==> src/rtl/mtr_drv_pkg.sv <==
// Shared constants and helpers for the motor-drive PWM path.
package mtr_drv_pkg;

  localparam int DUTY_W = 11;

  typedef logic [DUTY_W-1:0] duty_t;
  typedef logic signed [11:0] spd_t;

  localparam duty_t      NONOVERLAP = 11'h020;
  localparam duty_t      BLANK      = 11'd128;
  localparam duty_t      DUTY_MID   = 11'h400;
  localparam logic [2:0] OVR_LIMIT  = 3'd4;

  // Clamp a signed speed command to [-1024,+1023] and offset it to an unsigned duty.
  function automatic duty_t spd_to_duty(input spd_t spd);
    spd_t sat;
    if (spd > 12'sd1023)       sat = 12'sd1023;
    else if (spd < -12'sd1024) sat = -12'sd1024;
    else                       sat = spd;
    return sat[DUTY_W-1:0] + DUTY_MID;
  endfunction

endpackage

==> src/rtl/PWM11.sv <==
// One H-bridge side: high/low drives from the shared counter and a latched duty,
// with a guaranteed dead band between them.
module PWM11
  import mtr_drv_pkg::*;
(
  input  logic              clk,
  input  logic              rst_n,
  input  logic [DUTY_W-1:0] i_cnt,
  input  logic [DUTY_W-1:0] i_duty,
  input  logic              i_en,
  output logic              o_pwm1,
  output logic              o_pwm2
);

  logic [DUTY_W:0] w_lo_start;
  logic            w_pwm1;
  logic            w_pwm2;
  logic            r_pwm1;
  logic            r_pwm2;

  // One extra bit so a start point beyond 2047 simply never matches.
  assign w_lo_start = {1'b0, i_duty} + {1'b0, NONOVERLAP};
  assign w_pwm1     = i_en && (i_cnt >= NONOVERLAP) && (i_cnt < i_duty);
  assign w_pwm2     = i_en && ({1'b0, i_cnt} >= w_lo_start);

  always_ff @(posedge clk or negedge rst_n) begin
    if (!rst_n) begin
      r_pwm1 <= 1'b0;
      r_pwm2 <= 1'b0;
    end else begin
      r_pwm1 <= w_pwm1;
      r_pwm2 <= w_pwm2;
    end
  end

  assign o_pwm1 = r_pwm1;
  assign o_pwm2 = r_pwm2;

endmodule

==> src/rtl/mtr_drv.sv <==
// Dual H-bridge motor driver: shared 11-bit PWM period, speed saturation,
// period-aligned duty latching and consecutive-period over-current shutdown.
module mtr_drv
  import mtr_drv_pkg::*;
(
  input  logic               clk,
  input  logic               rst_n,
  input  logic signed [11:0] lft_spd,
  input  logic signed [11:0] rght_spd,
  input  logic               OVR_I_lft,
  input  logic               OVR_I_rght,
  output logic               PWM1_lft,
  output logic               PWM2_lft,
  output logic               PWM1_rght,
  output logic               PWM2_rght,
  output logic               PWM_synch,
  output logic               OVR_I_shtdwn
);

  logic [DUTY_W-1:0] r_cnt;
  logic              r_synch;
  duty_t             r_duty_lft;
  duty_t             r_duty_rght;
  logic              r_ovr_seen;
  logic [2:0]        r_ovr_cnt;
  logic              r_shtdwn;

  logic              w_period_start;
  logic              w_ovr_evt;
  logic [2:0]        w_ovr_cnt_nxt;
  logic              w_pwm_en;

  assign w_period_start = (r_cnt == '0);
  assign w_ovr_evt      = (OVR_I_lft | OVR_I_rght) && (r_cnt >= BLANK);
  assign w_ovr_cnt_nxt  = !r_ovr_seen        ? 3'd0      :
                          (r_ovr_cnt == 3'd7) ? r_ovr_cnt : r_ovr_cnt + 3'd1;
  assign w_pwm_en       = !r_shtdwn;

  // NOTE: sequential state uses non-blocking assignments so every flop samples
  // pre-edge values regardless of statement order.
  always_ff @(posedge clk or negedge rst_n) begin
    if (!rst_n) begin
      r_cnt   <= '0;
      r_synch <= 1'b0;
    end else begin
      r_cnt   <= r_cnt + 11'd1;
      // Registered so the pulse lines up with cnt==0; reset already covers the
      // very first period, so no pulse is needed while reset holds cnt at 0.
      r_synch <= (r_cnt == '1);
    end
  end

  always_ff @(posedge clk or negedge rst_n) begin
    if (!rst_n) begin
      r_duty_lft  <= DUTY_MID;
      r_duty_rght <= DUTY_MID;
    end else if (w_period_start) begin
      r_duty_lft  <= spd_to_duty(lft_spd);
      r_duty_rght <= spd_to_duty(rght_spd);
    end
  end

  always_ff @(posedge clk or negedge rst_n) begin
    if (!rst_n) begin
      r_ovr_seen <= 1'b0;
      r_ovr_cnt  <= 3'd0;
      r_shtdwn   <= 1'b0;
    end else if (w_period_start) begin
      r_ovr_cnt  <= w_ovr_cnt_nxt;
      r_ovr_seen <= w_ovr_evt;
      if (w_ovr_cnt_nxt >= OVR_LIMIT) r_shtdwn <= 1'b1;
    end else if (w_ovr_evt) begin
      r_ovr_seen <= 1'b1;
    end
  end

  PWM11 u_pwm_lft (
    .clk    (clk),
    .rst_n  (rst_n),
    .i_cnt  (r_cnt),
    .i_duty (r_duty_lft),
    .i_en   (w_pwm_en),
    .o_pwm1 (PWM1_lft),
    .o_pwm2 (PWM2_lft)
  );

  PWM11 u_pwm_rght (
    .clk    (clk),
    .rst_n  (rst_n),
    .i_cnt  (r_cnt),
    .i_duty (r_duty_rght),
    .i_en   (w_pwm_en),
    .o_pwm1 (PWM1_rght),
    .o_pwm2 (PWM2_rght)
  );

  assign PWM_synch    = r_synch;
  assign OVR_I_shtdwn = r_shtdwn;

endmodule

==> config.mk <==
export PLATFORM = sky130hd
export DESIGN_NAME = mtr_drv
export DESIGN_NICKNAME = d
export VERILOG_FILES = /design/src/rtl/mtr_drv_pkg.sv /design/src/rtl/PWM11.sv /design/src/rtl/mtr_drv.sv
export SDC_FILE = /design/constraint.sdc
export NUM_CORES = 1
export LEC_CHECK = 0
export ABC_AREA = 1
export BUFFER_PORTS_ARGS = -buffer_cell sky130_fd_sc_hd__buf_2
export CORE_MARGIN = 3
export CORE_UTILIZATION = 40
export CTS_BUF_LIST = sky130_fd_sc_hd__clkbuf_16
export DETAILED_ROUTE_END_ITERATION = 8
export GPL_ROUTABILITY_DRIVEN = 0
export RECOVER_POWER = 25
export SYNTH_ARGS = -nofsm -noshare
export SYNTH_HDL_FRONTEND = slang
export SYNTH_SLANG_ARGS = --single-unit
==> constraint.sdc <==
create_clock -name clk -period 2.25 [get_ports clk]
set_clock_uncertainty 0.05 [all_clocks]
set_input_delay 0.225 -clock clk [delete_from_list [all_inputs] [get_ports clk]]
set_output_delay 0.225 -clock clk [all_outputs]
set_load 0.1 [all_outputs]
# Yosys cells after proc, flatten, opt, wreduce, memory -nomap -nowiden

Cells that the tools add are included.
W data, S select, Z words.

Muxes and demuxes: 10
Order comparisons: 11
$add $sub $neg: 6
Reduce and logical (&&, ||, !) cells: 10
Eq/ne operators: 2
Shift operators: 0
$mul: 0
Bitwise gates (word level): 1
Divide/modulo/power cells: 0

Operators with widths:

| kind                     | number |
|---|---|
| $mux W11                 | 6 |
| $add A11 B6 Y12 const B  | 2 |
| $ge A11 B12 Y1           | 2 |
| $gt A12 B11 Y1 const B   | 2 |
| $lt A12 B11 Y1 const B   | 2 |
| $add A11 B11 Y11 const B | 2 |
| $lt A11 B11 Y1           | 2 |
| $add A11 B1 Y11 const B  | 1 |
| $eq A11 B11 Y1 const B   | 1 |
| $ge A11 B6 Y1 const B    | 1 |
| $ge A11 B8 Y1 const B    | 1 |
| $logic_not A11 Y1        | 1 |
| $logic_and A1 B1 Y1      | 6 |
| $mux W3                  | 2 |
| $add A3 B1 Y3 const B    | 1 |
| $eq A3 B3 Y1 const B     | 1 |
| $ge A3 B3 Y1 const B     | 1 |
| $mux W1                  | 2 |
| $reduce_and A2 Y1        | 1 |
| $reduce_bool A2 Y1       | 1 |
| $logic_not A1 Y1         | 1 |
| $or A1 B1 Y1             | 1 |

Register bits: 43
Memory bits (writable): 0
Input port bits: 28
Output and inout bits: 6
Memories kept: 0
Bits in read-only memories: 0
Latch bits: 0

# Longest topological paths before layout

Gate-level depths: netlist of the first run.

Depth in word-level cells: 5
Gate-level depth with buffers: 12

# By module

Synthesis of the first run repeated with hierarchy kept, for this count alone.

Cells, all modules: 476
Area total of the unflattened synthesis: 3385.7 µm²

Modules (own cells, without submodules):

| module  | area each (µm²) | cells each | instances |
|---|---|---|---|
| mtr_drv | 2074.5          | 264        | 1 |
| PWM11   | 655.6           | 106        | 2 |

# Worst setup path after synthesis of the first run

OpenSTA, ideal clock, no wires.

Path type: register to register
From: reg r_duty_lft[5]
To: reg u_pwm_lft.r_pwm2, in the netlist u_pwm_lft.o_pwm2
Cell stages (with the launch flop): 10
Clock period less this slack: 1676 ps
Data required time: 2108 ps
Path slack: 574 ps
Arrival: 1534 ps
Buffers on the path: 0
Cell sequence: dfrtp_1 ha_1 nand3_1 nand2_1 ha_1 and3_1 nand2_1 nor2_1 nand2_1 a21oi_1

Cells in the longest elaborated chain, start to end: 3

Ends and longest elaborated chain:

| element                | RTL line      | text |
|---|---|---|
| start, declared        | mtr_drv.sv:22 | `duty_t r_duty_lft;` |
| start signal, assigned | mtr_drv.sv:58 | `r_duty_lft <= spd_to_duty(lft_spd);` |
| $add A11 B6 Y12        | PWM11.sv:22   | `assign w_lo_start = {1'b0, i_duty} + {1'b0, NONOVERLAP};` |
| $ge A11 B12 Y1         | PWM11.sv:24   | `assign w_pwm2 = i_en && ({1'b0, i_cnt} >= w_lo_start);` |
| $logic_and A1 B1 Y1    | PWM11.sv:24   |  |
| via u_pwm_lft.w_pwm2   | PWM11.sv:17   | `logic w_pwm2;` |
| end signal, assigned   | PWM11.sv:32   | `r_pwm2 <= w_pwm2;` |
| end, declared          | PWM11.sv:19   | `logic r_pwm2;` |

The timed path passes the listed nets, and every way through them passes these cells.
A chain may end at the register's enable or synchronous reset.

# Final worst setup path of the first run

Ends and elaborated chain as after synthesis.

==> results of run 1 <==
==> layer usage <==
metal | GRT usage, % | vias up | wire length, µm
met2 | 22.0 | 31 | 2580
met1 | 20.6 | 1064 | 3030
li1 | - | 1293 | -
met5 | 0 | - | 0
met3 | 2.76 | 6 | 164
met4 | 4.76 | 0 | 88
==> metrics by stage <==
| step | hold WS, ns | total power, mW | setup WS [ns] | cell area (µm²) | util (%) |
|---|---|---|---|---|---|
| floorplan | -0.121 | 1.04 | 0.574 | 3010 | - |
| global placement | 0.195 | 1.12 | 0.517 | 3280 | 46.5 |
| detailed placement | 0.201 | 1.13 | 0.470 | 3280 | 46.5 |
| CTS | 0.0595 | 1.95 | 0.442 | 3450 | 48.9 |
| global route | 0.0760 | 2.02 | 0.243 | 3450 | 48.9 |
| finish | 0.0681 | 1.92 | 0.441 | 3450 | 48.9 |
==> kinds of logic after synthesis <==
group | count (synthesis)
compound gates | 65
flops | 43
xor+xnor | 15
buf+inv | 61
fa+ha+maj | 39
simple gates | 147
==> worst max path at each step <==
stage	to
4_1_cts	u_pwm_lft.o_pwm2$_DFF_PN0_
3_3_place_gp	u_pwm_lft.o_pwm2$_DFF_PN0_
3_5_place_dp	u_pwm_lft.o_pwm2$_DFF_PN0_
6_report	u_pwm_lft.o_pwm2$_DFF_PN0_
5_1_grt	r_duty_rght[10]$_DFFE_PN1P_
2_1_floorplan	u_pwm_lft.o_pwm2$_DFF_PN0_
==> critical path, stage by stage, from the launching register on <==
cell	delay [ns]
dfrtp_1	0.44
ha_1	0.26
nand3_1	0.11
nand2_1	0.06
ha_1	0.29
and3_1	0.17
nand2_1	0.05
nor2_1	0.09
nand2_1	0.06
a21oi_1	0.14
==> power groups by stage <==
stage / Combinational, mW / Sequential, mW / Clock [mW]
final: 0.278 / 0.835 / 0.803
after global routing: 0.320 / 0.840 / 0.860
after CTS: 0.282 / 0.835 / 0.829
after detailed placement: 0.278 / 0.848 / 0
after global placement: 0.273 / 0.847 / 0
after floorplan: 0.185 / 0.853 / 0
==> layout make-up <==
cell class                      instances  share of cell area, %
Clock buffer                            5                   3.63
Clock inverter                          3                   1.09
Inverter                               57                   6.20
Multi-Input combinational cell        266                   48.4
Sequential cell                        43                   31.3
Tap cell                               96                   3.48
Timing Repair Buffer                   38                   5.91
==> state kept, by name (all words and copies together) (netlist names), 3 cells and up <==
signal	cells
r_duty_rght	11
r_cnt	11
r_duty_lft	11
r_ovr_cnt	3
==> placed cells by master (no fill, tap or decap), drive strengths merged, types with 6 or more instances in the layout <==
| cell | n |
|---|---|
| nand4 | 8 |
| o21ai | 25 |
| nand3 | 21 |
| buf | 36 |
| a21oi | 38 |
| dfrtp | 41 |
| clkbuf | 6 |
| inv | 59 |
| ha | 39 |
| nor2 | 25 |
| nand2 | 88 |
| xor2 | 12 |
==> timing repair <==
action / in CTS / in global routing
hold endpoints to repair: 21 / 0
buffers inserted: 0 / 0
hold buffers: 1 / 0
setup endpoints to repair: 0 / 0
==> metrics.csv, run 1 <==
metric,value,unit
Rows,30,
First DRT Iteration DRCs,66,
Initial Util,42.6,%
maximum operating frequency,0.553,GHz
drt first pass iters,4,
"Seq/Total Area, Yosys",35.9,%
Net Sw Frac,25.1,%
Finish-stage setup viols,0,
"Clk Latency, worst-skew pair",0.29,ns
mux share of post-synthesis cell area,0,%
Synth Area in Compound Gates,13.7,%
FF-to-FF End,u_pwm_lft.o_pwm2$_DFF_PN0_,
worst hold start,rght_spd[11],
Die ar.,8600,µm²
average vias per placed instance,4.71,
clock-pin transition on the worst setup and hold timing paths,0.06,ns
Setup CP Type,reg2reg,
CTS Buf Count,5,
hold depth,2,
Top Ports,34,
worst slew pin tran,1.33,ns
Yosys warnings,0,
Ant. Diodes,0,
Flop pwr share,43.6,%
detailed-route via count,2394,
RSZ-0062 raised after global routing,no,
Internal Pwr Total,1.43,mW
Die X,92.7,µm
Critical Path RT,2.40,ns
WL/cell,11.6,µm
TritonCTS clock tree,done,
Worst slew margin,11.3,%
Non-Filler Instances,508,
first-pass GRT wire length,9900,µm
post-cts resize count,0,
GRT Util Overall,14.5,%
nature of the critical path startpoint,flop,
area grow syn2layout,14.7,%
antenna violations before repair,0,
NetSw,0.481,mW
"Data arrival, critical path",1.96,ns
largest family of logic cells by synthesized area,simple AND/OR/NAND/NOR gates,
worst vdd ir,0.261,mV
Hold EP,r_duty_rght[10]$_DFFE_PN1P_,
simple-gate share of the synthesized area,21.2,%
post-synthesis net count,437,
largest net degree at the start of global routing,25,
Clk pwr share,41.9,%
combinational cell fraction of total power,14.5,%
commonest cells in the netlist,"86 x nand2_1, 55 x inv_1, 41 x dfrtp_1",
fin crit share,80.4,%
Final min period,1.81,ns
Sink Count,43,
Die Span Y,92.7,µm
main area contributors after synthesis,"dfrtp_1 34%, ha_1 16%, nand2_1 11%",
crit-path max FO,6,
FF-to-FF Start,r_duty_lft[5]$_DFFE_PN0P_,
Pins Over Slew Limit,0,
vias in the first global route,2150,
most common cell in the netlist,nand2_1,
Final #Nets,478,
Reg2Reg Depth,9,
Max Cap Viol,0,
Synth Cell Area,3010,µm²
largest area contributor in the netlist,dfrtp_1,
xor and xnor area share after synthesis,4.37,%
DRC Markers,0,
Reg2Reg Setup Slack,0.44,ns
DRT antenna net count,0,
PortBufs,33,
Layout fillers,743,
worst min path class,in2reg,
Routed WL,5870,µm
Unique masters post-synth,22,
dpl cells,499,
worst setup path start,r_duty_lft[5]$_DFFE_PN0P_,
Power Dens Cells,555,nW/µm²
area share of the largest cell type after synthesis,34.1,%
root buffer cell,clkbuf_16,
grt ovf,0,
Post-synth EDFFs,0,
ys async rst share,100,%
Leakage,1.88,nW
synthesized instance count,370,
Fin. Hold Viols,0,
status,finished clean,
multi-input combinational cell area,1670,µm²
"Avg Cell Area, Syn",8.13,µm²
setup TNS,0,ns
layout cell share with drive strength beyond 1,17.5,%
crit end category,flop,
number of H-tree levels,2,
Core ar.,7060,µm²
DPL Wire Length,4640,µm
Sequential cell area,1080,µm²
"Primary FF master, synth",dfrtp_1,
Synth Area in Adders,16.2,%
"FF+latch count, synth",43,
CTS max path bufs,2,
Power figures use the tool's default switching activity.
==> inputs of run 2 (changes only) <==
==> constraint.sdc (replaced) <==
create_clock -name clk -period 1.8 [get_ports clk]
set_clock_uncertainty 0.05 [all_clocks]
set_input_delay 0.18 -clock clk [delete_from_list [all_inputs] [get_ports clk]]
set_output_delay 0.18 -clock clk [all_outputs]
set_load 0.1 [all_outputs]
==> metrics.csv, run 2 (synthesis results as in run 1) <==
metric,value,unit,change
vias in the first global route,2274,,+5.8%
antenna violations before repair,0,,unchanged
RSZ-0062 raised after global routing,yes,,
largest net degree at the start of global routing,44,,+76%
area grow syn2layout,18.1,%,
"Clk Latency, worst-skew pair",0.28,ns,about the same
Initial Util,42.6,%,unchanged
"Largest stage delay, worst path",0.43,ns,about the same
"commonest non-fill, non-tap cell in the layout",nand2_1,,
FF-to-FF End,u_pwm_rght.o_pwm2$_DFF_PN0_,,
Reg2Reg Depth,9,,unchanged
worst vdd ir,0.340,mV,+31%
"CP delay by family, top",adder cells,,
CP max stage cell,dfrtp_1,,
DPL Wire Length,4660,µm,+0.36%
First DRT Iteration DRCs,97,,+47%
CTS Buf Count,5,,unchanged
TritonCTS clock tree,done,,
fin crit share,96.7,%,+16 points
layout cell share with drive strength beyond 1,22.5,%,+5.0 points
Die ar.,8600,µm²,unchanged
Power Dens Cells,648,nW/µm²,+17%
Ant. Diodes,0,,unchanged
Sink Count,43,,unchanged
Reg2Reg Setup Slack,0.06,ns,-0.38 ns
CTS max path bufs,2,,unchanged
drt first pass iters,4,,unchanged
CP cell instances,ha_4 > xnor2_1 > ha_1 > nand2_1 > nor2_1 > nand3_2 > nor2_1 > nand2_1 > a21oi_2,,
crit path buf inv count,0,,unchanged
worst slew pin tran,1.12,ns,-0.207 ns
root buffer cell,clkbuf_16,,
Setup CP Type,reg2reg,,
DRC Markers,0,,unchanged
Routed WL,6140,µm,+4.6%
grt ovf,0,,unchanged
end of the critical path,u_pwm_rght.o_pwm2$_DFF_PN0_,,
PortBufs,33,,unchanged
crit end category,flop,,
Final #Nets,488,,+2.1%
nature of the critical path startpoint,flop,,
"Data arrival, critical path",1.90,ns,-0.06 ns
WL/cell,11.8,µm,+2.6%
Critical Path RT,1.96,ns,-0.44 ns
dpl cells,504,,+1.0%
FF-to-FF Start,r_duty_rght[5]$_DFFE_PN0P_,,
Core ar.,7060,µm²,unchanged
maximum operating frequency,0.574,GHz,+3.9%
Pins Over Slew Limit,0,,unchanged
worst setup path start,r_duty_rght[5]$_DFFE_PN0P_,,
number of H-tree levels,2,,unchanged
Layout fillers,705,,-5.1%
Die Span Y,92.7,µm,unchanged
Setup WS post-layout,0.0592,ns,-0.381 ns
status,finished clean,,
average vias per placed instance,4.75,,+0.73%
most frequent cells in the layout,"86 x nand2_1, 54 x inv_1, 41 x dfrtp_1",,
DRT antenna net count,0,,unchanged
clock-pin transition on the worst setup and hold timing paths,0.06,ns,about the same
Top Registers,"r_cnt x11, r_duty_lft x11, r_duty_rght x11",,
Leakage,1.91,nW,+1.8%
crit-path max FO,3,,-3
Fin. Hold Viols,0,,unchanged
dpl ws,0.0120,ns,-0.458 ns
first-pass GRT wire length,10400,µm,+4.9%
multi-input combinational cell area,1720,µm²,+2.8%
critical path depth,9,,unchanged
worst min path class,in2reg,,
Non-Filler Instances,518,,+2.0%
Finish-stage setup viols,0,,unchanged
GRT Util Overall,15.1,%,+0.60 points
detailed-route via count,2459,,+2.7%
Top Ports,34,,unchanged
Max Cap Viol,0,,unchanged
Final min period,1.74,ns,-0.0685 ns
Worst slew margin,25.1,%,+14 points
Sequential cell area,1080,µm²,unchanged
Rows,30,,unchanged
Die X,92.7,µm,unchanged
[run 2: cell count changes in the layout (fill, tap and decap cells not counted), sizes merged]
cell | previous run | this run
clkinv | 0 | 1
clkinvlp | 0 | 1
buf | 36 | 46
bufinv | 1 | 0
inv | 59 | 58
[run 2: power breakdown]
part | leakage [nW] | total, mW | switching (mW) | internal [mW]
combinational | 1.32 | 0.388 | 0.224 | 0.164
sequential | 0.514 | 1.04 | 0.0293 | 1.01
clock | 0.0710 | 0.878 | 0.371 | 0.507
[run 2: metal layers]
layer	track usage [%]	wire length [µm]	vias to the layer above	share of wire (%)
met5	0	0	-	0
li1	-	-	1311	-
met1	21.4	3050	1113	50
met2	23.8	2810	29	46
met4	3.66	65	0	1.1
met3	2.68	211	6	3.4
[run 2: area by class of cell]
| cell class | count | share of cell area (%) |
|---|---|---|
| Tap cell | 96 | 3.38 |
| Inverter | 57 | 6.02 |
| Sequential cell | 43 | 30.4 |
| Multi-Input combinational cell | 266 | 48.3 |
| Clock inverter | 3 | 0.458 |
| Clock buffer | 5 | 3.52 |
| Timing Repair Buffer | 48 | 7.92 |
[run 2: through the flow]
step	setup TNS (ns)	total power, mW	cell area (µm²)	hold WS [ns]	util (%)
3_5_place_dp	0	1.42	3330	0.131	47.2
2_1_floorplan	0	1.30	3010	-0.166	-
5_1_grt	-0.0623	2.44	3550	0.0179	50.4
4_1_cts	0	2.31	3500	0.00494	49.6
3_3_place_gp	0	1.41	3330	0.130	47.2
6_report	0	2.30	3550	0.00853	50.4
[run 2: timing repair]
action,CTS,global route
endpoints found under the hold margin,41,0
gates resized for setup,0,13
hold buffers,1,0
endpoints found under the setup margin,2,2
pin swaps,0,5
setup buffers,3,2
[run 2: worst min-delay path by stage]
| stage | from | end | slack (ns) | depth (start not counted) |
|---|---|---|---|---|
| after floorplan | rst_n | OVR_I_shtdwn$_DFFE_PN0P_ | -0.17 | 0 |
| after global placement | rst_n | r_duty_rght[9]$_DFFE_PN0P_ | 0.13 | 2 |
| after detailed placement | rst_n | r_duty_rght[9]$_DFFE_PN0P_ | 0.13 | 2 |
| after CTS | rght_spd[11] | r_duty_rght[10]$_DFFE_PN1P_ | 0.005 | 2 |
| after global routing | rght_spd[11] | r_duty_rght[10]$_DFFE_PN1P_ | 0.02 | 2 |
| final | rght_spd[11] | r_duty_rght[10]$_DFFE_PN1P_ | 0.009 | 2 |
==> inputs of run 3 (changes only) <==
--- a/config.mk
+++ b/config.mk
@@ -7,11 +7,14 @@
 export LEC_CHECK = 0
 export ABC_AREA = 1
 export BUFFER_PORTS_ARGS = -buffer_cell sky130_fd_sc_hd__buf_2
+export CELL_PAD_IN_SITES_DETAIL_PLACEMENT = 0
+export CELL_PAD_IN_SITES_GLOBAL_PLACEMENT = 2
 export CORE_MARGIN = 3
-export CORE_UTILIZATION = 40
+export CORE_UTILIZATION = 35
 export CTS_BUF_LIST = sky130_fd_sc_hd__clkbuf_16
 export DETAILED_ROUTE_END_ITERATION = 8
 export GPL_ROUTABILITY_DRIVEN = 0
+export PLACE_DENSITY_LB_ADDON = 0.1
 export RECOVER_POWER = 25
 export SYNTH_ARGS = -nofsm -noshare
 export SYNTH_HDL_FRONTEND = slang
==> metrics.csv, run 3 (synthesis results as in run 1) <==
metric,value,unit,change
Ant. Diodes,0,,unchanged
layout cell share with drive strength beyond 1,24.0,%,+1.5 points
CTS max path bufs,2,,unchanged
grt ovf,0,,unchanged
Sink Count,43,,unchanged
First DRT Iteration DRCs,72,,-26%
Max Cap Viol,0,,unchanged
worst min path class,in2reg,,
"Clk Latency, worst-skew pair",0.28,ns,about the same
Die ar.,9740,µm²,+13%
Finish-stage setup viols,0,,unchanged
Power Dens Cells,678,nW/µm²,+4.5%
CTS Buf Count,5,,unchanged
largest net degree at the start of global routing,45,,+2.3%
most frequent cells in the layout,"84 x nand2_1, 54 x inv_1, 39 x dfrtp_1",,
"CP delay by family, top",adder cells,,
clock-pin transition on the worst setup and hold timing paths,0.06,ns,about the same
Core ar.,8300,µm²,+18%
Setup CP Type,reg2reg,,
crit path buf inv count,1,,+1
Top Ports,34,,unchanged
DPL Wire Length,5230,µm,+12%
Final min period,1.74,ns,+0.00328 ns
root buffer cell,clkbuf_16,,
GRT Util Overall,15.0,%,-0.092 points
area grow syn2layout,21.0,%,
Die X,98.7,µm,+6.5%
CP cell instances,ha_2 > nand3_1 > nand2_1 > nand2_1 > ha_1 > nand3_1 > inv_1 > nand3_1 > nor2_1 > nand2_1 > a21oi_2,,
Placed Area,3370,µm²,+1.4%
DRT antenna net count,0,,unchanged
nature of the critical path startpoint,flop,,
Fin. Hold Viols,0,,unchanged
"Largest stage delay, worst path",0.40,ns,-0.03 ns
first-pass GRT wire length,11700,µm,+12%
drt first pass iters,4,,unchanged
maximum operating frequency,0.573,GHz,-0.19%
Final Util,43.9,%,-6.5 points
fin crit share,96.9,%,+0.18 points
Die Span Y,98.7,µm,+6.5%
post-route design area,3640,µm²,+2.5%
WL/cell,12.8,µm,+8.3%
Routed WL,6800,µm,+11%
"commonest non-fill, non-tap cell in the layout",nand2_1,,
Final #Nets,492,,+0.82%
status,finished clean,,
vias in the first global route,2340,,+2.9%
setup TNS,0,ns,unchanged
"Data arrival, critical path",1.91,ns,about the same
Rows,33,,+10%
antenna violations before repair,0,,unchanged
worst slew pin tran,1.11,ns,-0.0128 ns
Initial Util,36.2,%,-6.4 points
crit end category,flop,,
worst vdd ir,0.289,mV,-15%
Pins Over Slew Limit,0,,unchanged
DRC Markers,0,,unchanged
average vias per placed instance,4.59,,-3.3%
crit-path max FO,3,,unchanged
Critical Path RT,1.97,ns,about the same
PortBufs,33,,unchanged
detailed-route via count,2434,,-1.0%
Worst slew margin,26.0,%,+0.85 points
number of H-tree levels,2,,unchanged
RSZ-0062 raised after global routing,yes,,
Leakage,1.95,nW,+2.0%
TritonCTS clock tree,done,,
Top Registers,"r_cnt x11, r_duty_lft x11, r_duty_rght x11",,
CP max stage cell,dfrtp_1,,
==> run 3: cell types whose count changed in the layout (fill, tap and decap cells not counted), sizes merged <==
cell      change
buf           +4
clkinv        -1
bufinv        +1
clkinvlp      -1
==> run 3: per-layer routing <==
metal | vias to the layer above | global-route usage [%] | part of all wire, % | wire (µm)
met3 | 4 | 3.04 | 2.9 | 198
li1 | 1314 | - | - | -
met4 | 0 | 3.47 | 0.69 | 47
met2 | 32 | 22.9 | 44 | 2970
met1 | 1084 | 21.8 | 53 | 3590
met5 | - | 0 | 0 | 0
==> run 3: cell type report <==
class	instances	area, µm²
Fill cell	865	4660
Multi-Input combinational cell	266	1720
Sequential cell	43	1080
Timing Repair Buffer	52	334
Inverter	57	214
Tap cell	105	131
Clock buffer	5	125
Clock inverter	2	33.8
==> run 3: report_power, final <==
part / internal (mW) / switching [mW]
combinational: 0.178 / 0.233
clock: 0.642 / 0.372
sequential: 1.01 / 0.0322
total: 1.83 / 0.637
==> run 3: repair_timing <==
| item | 4_1_cts | 5_1_grt |
|---|---|---|
| endpoints found under the hold margin | 16 | 0 |
| gates resized for setup | 0 | 17 |
| hold buffers | 1 | 0 |
| setup buffers | 1 | 5 |
| endpoints found under the setup margin | 1 | 4 |
| pin swaps | 0 | 14 |
==> run 3: worst paths after layout <==
| kind | start | endpoint | slack, ns | depth (start not counted) |
|---|---|---|---|---|
| hold / removal | lft_spd[11] | r_duty_lft[10]$_DFFE_PN1P_ | 0.006 | 2 |
| setup reg to reg | r_duty_rght[5]$_DFFE_PN0P_ | u_pwm_rght.o_pwm2$_DFF_PN0_ | 0.06 | 11 |
| min in group asynchronous | rst_n | u_pwm_rght.o_pwm2$_DFF_PN0_ | 0.57 | 2 |
| setup / recovery | r_duty_rght[5]$_DFFE_PN0P_ | u_pwm_rght.o_pwm2$_DFF_PN0_ | 0.06 | 11 |
| hold reg to reg | r_duty_lft[1]$_DFFE_PN0P_ | r_duty_lft[1]$_DFFE_PN0P_ | 0.43 | 2 |
| max in group asynchronous | rst_n | r_duty_lft[10]$_DFFE_PN1P_ | 0.35 | 3 |
==> run 3: through the flow <==
stage	cells	setup WS, ns	hold WS, ns	total power, mW
floorplan	370	0.124	-0.166	1.30
finish	530	0.0560	0.00598	2.47
global route	530	-0.0370	0.0139	2.62
CTS	525	0.0158	0.00236	2.48
detailed placement	516	0.0145	0.111	1.44
global placement	516	0.0654	0.106	1.44
